## src/rtl/timer_arbiter.sv

```systemverilog
// Two-requester round-robin arbiter with a shared down-counter.
// The winner holds the grant for L+1 RUN cycles, then gets a one-cycle done pulse.
module timer_arbiter #(
    parameter int WIDTH = 4
) (
    input  logic             clk_i,
    input  logic             reset_i,
    input  logic [1:0]       req_i,
    input  logic [WIDTH-1:0] len0_i,
    input  logic [WIDTH-1:0] len1_i,
    output logic [1:0]       gnt_o,
    output logic [1:0]       done_o,
    output logic             busy_o,
    output logic [WIDTH-1:0] cnt_o
);

    typedef enum logic [1:0] {
        S_IDLE = 2'd0,
        S_RUN  = 2'd1,
        S_DONE = 2'd2
    } state_t;

    state_t           state_q;
    logic [1:0]       gnt_q;
    logic [1:0]       done_q;
    logic [WIDTH-1:0] cnt_q;
    logic             prio_q;
    logic             win_q;

    logic             win_d;
    logic [WIDTH-1:0] len_d;
    logic             own_req;

    // A lone requester wins outright; prio_q only breaks a tie.
    always_comb begin
        win_d = prio_q;
        case (req_i)
            2'b01:   win_d = 1'b0;
            2'b10:   win_d = 1'b1;
            default: win_d = prio_q;
        endcase
        len_d   = win_d ? len1_i : len0_i;
        own_req = win_q ? req_i[1] : req_i[0];
    end

    always_ff @(posedge clk_i) begin
        if (reset_i) begin
            state_q <= S_IDLE;
            gnt_q   <= 2'b00;
            done_q  <= 2'b00;
            cnt_q   <= '0;
            prio_q  <= 1'b0;
            win_q   <= 1'b0;
        end else begin
            case (state_q)
                S_IDLE: begin
                    done_q <= 2'b00;
                    if (req_i != 2'b00) begin
                        state_q <= S_RUN;
                        win_q   <= win_d;
                        gnt_q   <= win_d ? 2'b10 : 2'b01;
                        cnt_q   <= len_d;
                    end
                end
                S_RUN: begin
                    // Reaching zero wins over a same-edge request drop, so done is never lost.
                    if (cnt_q == '0) begin
                        state_q <= S_DONE;
                        done_q  <= win_q ? 2'b10 : 2'b01;
                    end else if (!own_req) begin
                        state_q <= S_IDLE;
                        gnt_q   <= 2'b00;
                        cnt_q   <= '0;
                        prio_q  <= ~win_q;
                    end else begin
                        cnt_q <= cnt_q - WIDTH'(1);
                    end
                end
                S_DONE: begin
                    state_q <= S_IDLE;
                    gnt_q   <= 2'b00;
                    done_q  <= 2'b00;
                    prio_q  <= ~win_q;
                end
                default: begin
                    state_q <= S_IDLE;
                    gnt_q   <= 2'b00;
                    done_q  <= 2'b00;
                    cnt_q   <= '0;
                end
            endcase
        end
    end

    assign gnt_o  = gnt_q;
    assign done_o = done_q;
    assign cnt_o  = cnt_q;
    assign busy_o = (state_q != S_IDLE);

endmodule
```

## config.mk

```make
export PLATFORM = sky130hd
export DESIGN_NAME = timer_arbiter
export DESIGN_NICKNAME = d
export VERILOG_FILES = /design/src/rtl/timer_arbiter.sv
export SDC_FILE = /design/constraint.sdc
export NUM_CORES = 1
export LEC_CHECK = 0
export CORE_MARGIN = 2
export CORE_UTILIZATION = 53
export CTS_CLUSTER_DIAMETER = 60
export CTS_CLUSTER_SIZE = 28
export DETAILED_ROUTE_END_ITERATION = 10
export DONT_BUFFER_PORTS = 1
export HOLD_SLACK_MARGIN = 0.15
export PLACE_DENSITY_LB_ADDON = 0.12
export SYNTH_ARGS = -nofsm -noshare
export SYNTH_HDL_FRONTEND = slang
export SYNTH_SLANG_ARGS = --single-unit
export TNS_END_PERCENT = 30
```

## constraint.sdc

```tcl
create_clock -name clk_i -period 1.8 [get_ports clk_i]
set_input_delay 0.36 -clock clk_i [delete_from_list [all_inputs] [get_ports clk_i]]
set_output_delay 0.36 -clock clk_i [all_outputs]
set_load 0.05 [all_outputs]
```

==> summary by stage <==
Outcome
The run finished with clean final reports.

Routing
The detailed router placed 613 vias in this run. After detailed routing, the total wire length is 1.517 mm. In this run, the number of DRC markers left after iteration 0 of detailed routing was 3.

Dividing the detail-routed via count by the number of cells gives 5.894. The average wire per cell in the routed design is 14.59 microns. The first detailed-routing pass took 5 iterations.

In this run the remaining antenna-violating nets after routing total 0. After detailed routing, the number of remaining DRC violations is 0.

Timing
The clock arrives with 0.007060 ns of skew. The minimum period implied by the final worst setup slack is 1.655 ns. The summed negative setup slack over all endpoints is 0 ns. Across all setup checks in the final design, the least slack found is 0.1448 ns.

The maximum clock frequency is 604.2 MHz. Setup repair after global routing left no endpoint under its margin. The transition time of the tightest slew-check pin is 0.5108 ns. Setup violations remaining at the end of the flow were counted as 0. The final count of pins violating max slew is 0.

In this run the tightest slew margin relative to its limit is 65.90%. The final critical path takes up 91.95% of the cycle. The final count of hold timing violations came to 0.

Die
The placement row count is 13. The number of top-level design ports is 21. The y dimension of the die is 41.64 microns. The die boundary width is 41.64 microns. The die covers 0.001733 sq mm. The initial utilization of the core area, before any placement, comes to 56.98%. The total core area is 0.001318 sq mm.

Critical path
STA classifies the critical path startpoint as a flop. The arrival time at the worst endpoint is 1.83 ns. Among all stages on the critical path, the largest delay is contributed by or3b_1.

The largest incremental delay on the critical path is 0.50 ns. Walking the worst path, the cells encountered are inv_1, ha_1, or3b_1, a31oi_4, mux2i_1, nor2_1. The number of buffers and inverters on the critical path is 1.

Of all nets on the critical path, the largest fanout is 6. In this design, the largest share of critical-path delay is due to simple AND/OR/NAND/NOR gates. The critical path start-end classification is flop to flop. Data on the critical path is required at its endpoint by 1.97 ns. The worst setup path is captured at a flop.

Finish
After filler insertion, the fill cell instance count of the layout stands at 123. The net count of the finished layout is 106. The final antenna diode count is 0. Of the cells placed in the final design, the portion with a size suffix greater than 1 is 22.47%. The area growth from synthesis to layout is 11.67%. With fillers left out, the area of the finished cells amounts to 838.3 sq um.

Global routing
The first global-routing pass estimated 2.504 mm of wire. The via count of the first global-routing pass came to 571. The largest net degree at the start of global routing is 12. The global route total overflow is 0.

The total global-route track usage is 19.33%. The initial antenna violation count is 0.

Placed design
At the end of routability-driven placement, the weighted congestion stood at 0.7550. The total cell area at the placement stage is 792.0 sq um. Detailed placement ended at an HPWL of 1.146 mm. The worst slack at placement is -0.02280 ns. The number of buffers inserted by port buffering is 0.

Logic synthesis
The netlist uses 33 different library cells. The flip-flop and latch count after synthesis is 12. After synthesis, flip-flops and latches occupy 32.00% of the total area. The post-synth net total is 98.

Synthesis handed over a netlist of 82 instances. During synthesis, Yosys emitted a total of 0 warnings. The leading register cell type out of synthesis is dfxtp_1. The async set-reset flop share out of synthesis is 0%. The average instance in the mapped netlist occupies 9.155 sq um. The number of synthesized flops with an enable pin is 0. The netlist area before placement is 750.7 sq um.

Clock network
The latest clock arrival within the worst-skew pair is 0.29 ns. TritonCTS created 3 clock buffers. The clock passes through at most 2 buffers. TritonCTS built the clock tree. In this run the number of H-tree levels came out at 1.

The clock-pin slew on the worst setup and hold paths is 0.09 ns. The clock sink count is 12. The buffer cell driving the clock tree root is clkbuf_4.

Power and ir drop
The worst-case IR drop observed on VDD is 604.4 uV. The static leakage is 0.3685 nW. The areal power density over the cells is 1162 mW/mm^2.

Job
Max-cap violations in this run came to 0.

Min path
The tightest min-delay check is of the input pin to flop type.
worst register-to-register path, cell delays in order, from the launching register on:
cell	delay [ns]
dfxtp_2	0.33
inv_1	0.07
ha_1	0.16
or3b_1	0.50
a31oi_4	0.22
mux2i_1	0.21
nor2_1	0.05
what timing repair did:
action / CTS / global route
endpoints found under the hold margin: 9 / 0
hold buffers: 1 / 0
buffers inserted: 0 / 0
resized for setup: 0 / 0
state kept, by name, indices dropped and copies added, names as in the netlist:
register  count
cnt_o         4
done_o        2
gnt_o         2
prio_q        1
state_q       2
win_q         1
Yosys cell counts (2+ instances only):
library cell	instances	area, sq um
a211o_1	2	17.52
a21oi_1	6	30.03
buf_2	2	10.01
dfxtp_1	12	240.2
ha_1	4	50.05
inv_1	7	26.28
mux2_1	2	22.52
mux2i_1	4	40.04
mux2i_2	2	27.53
nand2b_1	3	18.77
nor2_1	7	26.28
nor2b_1	2	12.51
nor3_1	8	40.04
o21ai_1	2	10.01
path summary, 6_finish.rpt:
path	cells after the start	start	endpoint	slack, ns
hold reg to reg	2	prio_q	prio_q	0.56
hold / removal	1	reset_i	cnt_o[2]	0.18
setup reg to reg	6	cnt_o[0]	prio_q	0.14
setup / recovery	6	cnt_o[0]	prio_q	0.14
power by group:
group / internal, mW / switching (mW)
Sequential: 0.304 / 0.0669
Clock: 0.123 / 0.108
Combinational: 0.144 / 0.229
Total: 0.571 / 0.403
stage by stage:
stage               util (%)  power (mW)  hold WS (ns)  std cells
floorplan                  -      0.6903        0.4302         82
global placement       60.11      0.7370        0.4315         99
detailed placement     60.11      0.7461        0.4338         99
CTS                    63.63      0.9737        0.1870        104
global route           63.63       1.018        0.1971        104
finish                 63.63      0.9742        0.1844        104
cell usage in the layout, fill, tap and decap left out, types with 2 or more instances in the layout:
master | Yosys | final
nor3_1 | 8 | 8
a21oi_1 | 6 | 6
a211o_1 | 2 | 2
ha_1 | 4 | 4
dfxtp_2 | 0 | 2
nor2_1 | 7 | 7
buf_4 | 0 | 6
clkbuf_4 | 0 | 3
mux2i_2 | 2 | 2
mux2_1 | 2 | 2
nand2b_1 | 3 | 3
o21ai_1 | 2 | 2
nor2b_1 | 2 | 2
inv_1 | 7 | 7
mux2i_1 | 4 | 4
dfxtp_1 | 12 | 10
per-layer routing:
metal	vias up	share of wire (%)	GRT usage, %
li1	305	-	-
met1	286	45	23.16
met2	17	46	30.31
met3	5	6.0	4.348
met4	0	3.2	13.55
met5	-	0	0
cells by family (layout without fill, tap and decap cells):
kind of cell | Yosys count | count (layout) | share of synthesized area (%)
and+or+nand+nor | 29 | 29 | 23.50
AOI/OAI and AO/OA | 16 | 16 | 16.67
DFF | 12 | 12 | 32.00
buffers and inverters | 11 | 18 | 6.833
muxes | 8 | 8 | 12.00
adders and majority gates | 4 | 4 | 6.667
xor gates and xnor gates | 2 | 2 | 2.334
layout make-up:
type                    instances  area [sq um]  area share [%]
multi-input cells              59         459.2           54.78
flip-flops and latches         12         242.7           28.96
repair buffers                  7         55.05           6.567
clock buffers                   4         36.28           4.328
inverters                       7         26.28           3.134
well taps                      15         18.77           2.239
Note: power is estimated with default switching activity, not from simulation.
